===== src/rtl/ucie_ctl_phy_sb_msg_interface_rx.sv =====
// rtl/ucie_ctl_phy_sb_msg_interface_rx.sv - sideband RX message buffer delivering words to RDI pl_cfg under Adapter credits
//
// Purpose:
//   Buffers NC-bit sideband words from the deserializer in a small FIFO and delivers them
//   to the Adapter on pl_cfg / pl_cfg_vld. Each delivery spends one Adapter credit, and
//   lp_cfg_crd pulses return credits. A word written at an edge is delivered (valid high)
//   two cycles later at the earliest; there is no empty-FIFO bypass.
//
// Configuration macro:
//   SB_RX_OVERFLOW_DETECT_EN - when defined, o_sb_rx_overflow is a sticky flag that sets when
//   a word arrives while the FIFO is full and nothing pops. When not defined it is tied to 0.
//   Overflow words are dropped in both builds.
//
// Ports:
//   i_clk, i_rst_n        clock, asynchronous active-low reset
//   i_sb_data_valid       sideband word valid, one cycle per word
//   i_data_rcvd_sb        sideband word
//   o_sb_rx_ready         FIFO not full (informational only, no backpressure)
//   i_rdi_lp_cfg_crd      Adapter credit return, one credit per high cycle
//   o_rdi_pl_cfg_valid    pl_cfg_vld, one word per high cycle
//   o_rdi_pl_cfg          pl_cfg data, holds its last value while valid is low
//   o_sb_rx_overflow      sticky overflow flag

`ifndef NC
`define NC 32
`endif

module ucie_ctl_phy_sb_msg_interface_rx #(
  parameter int NC         = `NC,
  parameter int FIFO_DEPTH = 4,
  parameter int CRD_MAX    = 4
) (
  input  logic          i_clk,
  input  logic          i_rst_n,
  input  logic          i_sb_data_valid,
  input  logic [NC-1:0] i_data_rcvd_sb,
  output logic          o_sb_rx_ready,
  input  logic          i_rdi_lp_cfg_crd,
  output logic          o_rdi_pl_cfg_valid,
  output logic [NC-1:0] o_rdi_pl_cfg,
  output logic          o_sb_rx_overflow
);

  localparam int AW = $clog2(FIFO_DEPTH);
  localparam int PW = AW + 1;
  localparam int CW = $clog2(CRD_MAX + 1);
  localparam logic [CW-1:0] CRD_MAX_C = CW'(CRD_MAX);

  typedef enum logic [1:0] {
    IDLE  = 2'd0,
    SEND  = 2'd1,
    STALL = 2'd2
  } state_t;

  state_t          state_q, state_d;
  logic [PW-1:0]   wr_ptr, rd_ptr;
  logic [CW-1:0]   crd_cnt;
  logic [NC-1:0]   mem [FIFO_DEPTH];
  logic [NC-1:0]   pl_cfg_q;
  logic            fifo_full, fifo_empty;
  logic            pop, push;

  // Extra pointer MSB distinguishes full from empty when the index bits match.
  assign fifo_empty = (wr_ptr == rd_ptr);
  assign fifo_full  = (wr_ptr[PW-1] != rd_ptr[PW-1]) &&
                      (wr_ptr[AW-1:0] == rd_ptr[AW-1:0]);

  assign pop  = !fifo_empty && (crd_cnt != '0);
  // A full FIFO still accepts a word when the head leaves at the same edge.
  assign push = i_sb_data_valid && (!fifo_full || pop);

  assign o_sb_rx_ready = !fifo_full;

  always_ff @(posedge i_clk or negedge i_rst_n) begin
    if (!i_rst_n) begin
      wr_ptr <= '0;
      rd_ptr <= '0;
    end else begin
      if (push) wr_ptr <= wr_ptr + PW'(1);
      if (pop)  rd_ptr <= rd_ptr + PW'(1);
    end
  end

  // Storage needs no reset: the pointers decide what is valid.
  always_ff @(posedge i_clk) begin
    if (push) mem[wr_ptr[AW-1:0]] <= i_data_rcvd_sb;
  end

  // Return and spend on the same edge cancel; returns beyond CRD_MAX are ignored.
  always_ff @(posedge i_clk or negedge i_rst_n) begin
    if (!i_rst_n) begin
      crd_cnt <= CRD_MAX_C;
    end else if (pop && !i_rdi_lp_cfg_crd) begin
      crd_cnt <= crd_cnt - CW'(1);
    end else if (!pop && i_rdi_lp_cfg_crd && (crd_cnt < CRD_MAX_C)) begin
      crd_cnt <= crd_cnt + CW'(1);
    end
  end

  always_ff @(posedge i_clk or negedge i_rst_n) begin
    if (!i_rst_n) begin
      pl_cfg_q <= '0;
    end else if (pop) begin
      pl_cfg_q <= mem[rd_ptr[AW-1:0]];
    end
  end

  always_ff @(posedge i_clk or negedge i_rst_n) begin
    if (!i_rst_n) state_q <= IDLE;
    else          state_q <= state_d;
  end

  // SEND is entered exactly on a pop edge, so being in SEND means a word is on pl_cfg.
  always_comb begin
    state_d = state_q;
    case (state_q)
      IDLE: begin
        if (pop)              state_d = SEND;
        else if (!fifo_empty) state_d = STALL;
      end
      SEND: begin
        if (pop)             state_d = SEND;
        else if (fifo_empty) state_d = IDLE;
        else                 state_d = STALL;
      end
      STALL: begin
        if (pop)             state_d = SEND;
        else if (fifo_empty) state_d = IDLE;
      end
      default: state_d = IDLE;
    endcase
  end

  assign o_rdi_pl_cfg_valid = (state_q == SEND);
  assign o_rdi_pl_cfg       = pl_cfg_q;

`ifdef SB_RX_OVERFLOW_DETECT_EN
  logic overflow_q;
  always_ff @(posedge i_clk or negedge i_rst_n) begin
    if (!i_rst_n) overflow_q <= 1'b0;
    else if (i_sb_data_valid && fifo_full && !pop) overflow_q <= 1'b1;
  end
  assign o_sb_rx_overflow = overflow_q;
`else
  assign o_sb_rx_overflow = 1'b0;
`endif

endmodule

===== config.mk =====
export PLATFORM = sky130hd
export DESIGN_NAME = ucie_ctl_phy_sb_msg_interface_rx
export DESIGN_NICKNAME = d
export VERILOG_FILES = /design/src/rtl/ucie_ctl_phy_sb_msg_interface_rx.sv
export SDC_FILE = /design/constraint.sdc
export NUM_CORES = 1
export LEC_CHECK = 0
export ABC_CLOCK_PERIOD_IN_PS = 5200
export BUFFER_PORTS_ARGS = -buffer_cell sky130_fd_sc_hd__buf_4
export CAP_MARGIN = 40
export CORE_UTILIZATION = 62
export CTS_CLUSTER_DIAMETER = 60
export DETAILED_ROUTE_END_ITERATION = 16
export GPL_ROUTABILITY_DRIVEN = 0
export PLACE_DENSITY = 0.84
export SLEW_MARGIN = 10
export SYNTH_ARGS = -nofsm -noshare
export SYNTH_HDL_FRONTEND = slang
export SYNTH_SLANG_ARGS = --single-unit

===== constraint.sdc =====
create_clock -name i_clk -period 5.2 [get_ports i_clk]
set_clock_uncertainty 0.15 [all_clocks]
set_input_delay 0.52 -clock i_clk [delete_from_list [all_inputs] [get_ports i_clk]]
set_output_delay 0.52 -clock i_clk [all_outputs]
set_load 0.005 [all_outputs]

==> flow_results.org <==
** Power
- Worst VDD drop :: 481 uV
- Leakage :: 0.00297 uW
- Power density of the placed cells :: 648 mW/mm^2

** Worst setup path
- Data on the critical path is required at its endpoint by 5.45 ns.
- Combined buffer and inverter count along the critical path :: 1
- In this run the critical register-to-register path is launched from rd_ptr[0].
- STA classifies the critical path startpoint as a flip-flop.
- Series of cell instances along the critical path :: buf_4, xnor2_2, a31oi_4, nand2_1, fa_1, a31o_2, a221oi_1
- For flop-to-flop paths, the worst setup slack is 2.44 ns.
- Endpoint arrival time on the critical path :: 3.01 ns
- For this run, the slowest stage of the critical path takes 0.56 ns.
- The worst setup path is of the flip-flop to flip-flop kind.
- STA classifies the critical path endpoint as a flip-flop.
- Among all stages on the critical path, the largest delay is contributed by sky130_fd_sc_hd__buf_4.
- Maximum fanout encountered on the critical timing path :: 36
- Reg-to-reg critical path endpoint :: crd_cnt[1]
- For the worst flop-to-flop path, the logic depth is 7.
- Delay-heaviest family, CP :: compound AO/OA/AOI/OAI gates

** Routing
- After detailed routing, the average wire length per cell comes to 22.2 um.
- After the first detailed-routing iteration, the DRC count stood at 279.
- Average via count per standard cell :: 5.91
- Drt total wl :: 12100 um
- Number of antenna-violating nets in the routed design :: 0
- The first detailed-routing pass ran for 4 iterations.
- In the routed design, unresolved DRC markers number 0.
- Across all layers, the routed design uses 3216 vias.

** Finish
- The library cell used most frequently in the layout, excluding fill and tap cells, is sky130_fd_sc_hd__edfxtp_1.
- The count of cells in the finished layout, fillers not included, comes to 544.
- Commonest non-fill, non-tap cells in the layout :: 128 x sky130_fd_sc_hd__edfxtp_1, 71 x sky130_fd_sc_hd__buf_4, 40 x sky130_fd_sc_hd__dfrtp_1
- The net count of the finished layout is 437.
- 0 antenna diodes ended up in the layout.
- The area growth from synthesis to layout is 20.0%.
- In the final layout, the share of cells above drive strength 1 is 44.4%.

** STA
- Final setup violation count :: 0
- For the pin with the worst max-slew slack, the measured transition is 0.708 ns.
- Time the worst path needs with I/O delays and setup :: 2.76 ns
- Fin crit share :: 53.1%
- In this run the tightest slew margin relative to its limit is 52.8%.
- Setup repair after global routing missed its margin :: no
- Pins Over Slew Limit :: 0
- Derived from the worst setup path, the maximum achievable clock frequency is 362 MHz.
- The number of endpoints with negative hold slack in the final report came to 0.
- For the final routed database, the setup TNS stands at 0 ns.

** Floorplan
- The core region is 0.0104 mm^2.
- The die is 105 um tall.
- Num rows :: 37
- The initial utilization of the core area, before any placement, comes to 63.9%.
- For this design the top-level I/O count stands at 71.
- From left edge to right edge, the die measures 105 um.
- Floorplan die area :: 0.0111 mm^2

** Yosys
- Yosys top cell by area :: sky130_fd_sc_hd__edfxtp_1
- The cell area that synthesis handed to floorplanning was 0.00663 mm^2.
- Portion of synthesized cell area occupied by the leading cell type :: 58.0%
- Area contributors post-synth :: sky130_fd_sc_hd__edfxtp_1 58%, sky130_fd_sc_hd__dfrtp_1 16%, sky130_fd_sc_hd__mux4_2 11%
- Counting distinct cell types in the post-synthesis netlist gives 35.
- Flip-flop cell with the highest count after synthesis :: sky130_fd_sc_hd__edfxtp_1
- Register area share after synthesis :: 74.2%
- Cells after synthesis :: 313
- Avg Synthesized Cell Area :: 21.2 um^2
- Of all flip-flops after synthesis, the portion carrying an async set or reset was 25.1%.
- Counting flops with a built-in enable in the synthesized netlist gives 128.
- Net count after synthesis :: 355
- The synthesized design contains 171 register bits.
- During synthesis, Yosys emitted a total of 0 warnings.

** Worst hold path
- Count of cells along the worst hold path :: 1
- Worst-case hold path end point :: mem[2][12]
- Class of the tightest hold or removal check :: primary input to flip-flop
- Hold path startpoint :: i_data_rcvd_sb[12]

** Clock tree
- Total clock buffers created by CTS :: 17
- CTS-repair resized insts :: 0
- Worst-case clock buffer depth :: 2
- At the later pin of the worst-skew pair, clock insertion delay measures 0.52 ns.
- CTS tree :: yes
- Clock-pin slew was measured on the worst setup and hold paths at 0.07 ns.
- Clock tree synthesis selected as its root buffer the cell sky130_fd_sc_hd__clkbuf_8.
- In this run the number of H-tree levels came out at 4.
- Sink count of the clock tree :: 171

** GRT
- Wire length of the first global-routing pass :: 18900 um
- Entering global routing, the biggest net connects 44 pins.
- The number of global-route vias before repair came to 3454.
- Total routing usage reported by global routing :: 23.9%
- Initial antenna violation count :: 0
- Aggregate global routing overflow :: 0

** Flow run
- Reported max-cap violation count :: 0

** Placement
- Detailed placement ended at an HPWL of 7250 um.
- Number of placed cells counting well taps :: 511
- Count of port buffers added during placement :: 69

** Run status
- Result of the run :: finished, final reports clean
-- cell type report --
class	instances	area [um^2]
Sequential cell	171	4920
Fill cell	565	2410
Multi-Input combinational cell	121	1590
Timing Repair Buffer	77	673
Clock buffer	21	429
Tap cell	136	170
Clock inverter	11	144
Inverter	7	26.3
-- Yosys cell counts, types with 3 or more instances --
| library cell | count |
|---|---|
| sky130_fd_sc_hd__mux2_4 | 15 |
| sky130_fd_sc_hd__and2_1 | 5 |
| sky130_fd_sc_hd__nand2_1 | 5 |
| sky130_fd_sc_hd__buf_4 | 3 |
| sky130_fd_sc_hd__nor2_1 | 4 |
| sky130_fd_sc_hd__nand3_1 | 4 |
| sky130_fd_sc_hd__mux4_2 | 32 |
| sky130_fd_sc_hd__clkbuf_1 | 4 |
| sky130_fd_sc_hd__edfxtp_1 | 128 |
| sky130_fd_sc_hd__ha_1 | 5 |
| sky130_fd_sc_hd__inv_1 | 7 |
| sky130_fd_sc_hd__dfrtp_1 | 42 |
| sky130_fd_sc_hd__xnor2_1 | 3 |
| sky130_fd_sc_hd__buf_6 | 5 |
| sky130_fd_sc_hd__xor2_1 | 5 |
| sky130_fd_sc_hd__nor3_1 | 4 |
| sky130_fd_sc_hd__o21ai_0 | 3 |
| sky130_fd_sc_hd__mux2_2 | 18 |
-- metrics by stage --
stage	total power (uW)	util [%]	worst slack (ns)	hold slack, ns	instance area [um^2]
after floorplan	3370	-	2.74	0.0744	6630
after CTS	5200	76.8	2.40	0.0191	7960
final	5150	76.8	2.44	0.0444	7960
after global routing	5380	76.8	2.28	0.0242	7960
after global placement	3780	69.9	2.30	0.342	7250
after detailed placement	3950	71.1	2.42	0.348	7380
-- metal layers --
metal,track usage (%),share of wire [%],vias to the layer above
li1,-,-,1404
met1,29.3,40,1681
met2,40.8,54,112
met3,5.63,4.4,19
met4,10.5,1.9,0
met5,0,0,-
-- state kept, by name, indices dropped and copies added (netlist names) --
| name | flops |
|---|---|
| wr_ptr | 3 |
| o_rdi_pl_cfg | 32 |
| crd_cnt | 3 |
| rd_ptr | 3 |
| state_q | 2 |
| mem | 128 |
-- logic make-up after synthesis --
| kind of cell | Yosys count | synth area share (%) |
|---|---|---|
| flops | 171 | 74.2 |
| mux | 65 | 17.3 |
| simple gates | 27 | 2.11 |
| buf+inv | 21 | 1.96 |
| compound gates | 12 | 1.55 |
| xor+xnor | 10 | 1.55 |
| fa+ha+maj | 6 | 1.25 |
| other cells | 1 | 0.0565 |
-- timing repair --
item | in CTS | in global routing
hold endpoints to repair | 42 | 0
setup buffers | 0 | 0
hold buffers | 1 | 0
setup endpoints to repair | 0 | 0
-- how the worst max path moves through the flow --
stage	from	endpoint	slack, ns	cells after the start
finish	rd_ptr[0]	crd_cnt[1]	2.44	7
global route	rd_ptr[0]	crd_cnt[1]	2.28	8
CTS	rd_ptr[0]	mem[3][23]	2.40	5
detailed placement	rd_ptr[0]	mem[3][16]	2.42	5
global placement	rd_ptr[1]	mem[3][15]	2.30	3
floorplan	rd_ptr[1]	crd_cnt[1]	2.74	10
-- report_power, final --
| part | total, uW | switching, uW | internal [uW] |
|---|---|---|---|
| Sequential | 2090 | 205 | 1890 |
| Clock | 1220 | 490 | 731 |
| Combinational | 1840 | 815 | 1030 |
| Total | 5150 | 1510 | 3650 |
Power figures use the tool's default switching activity.
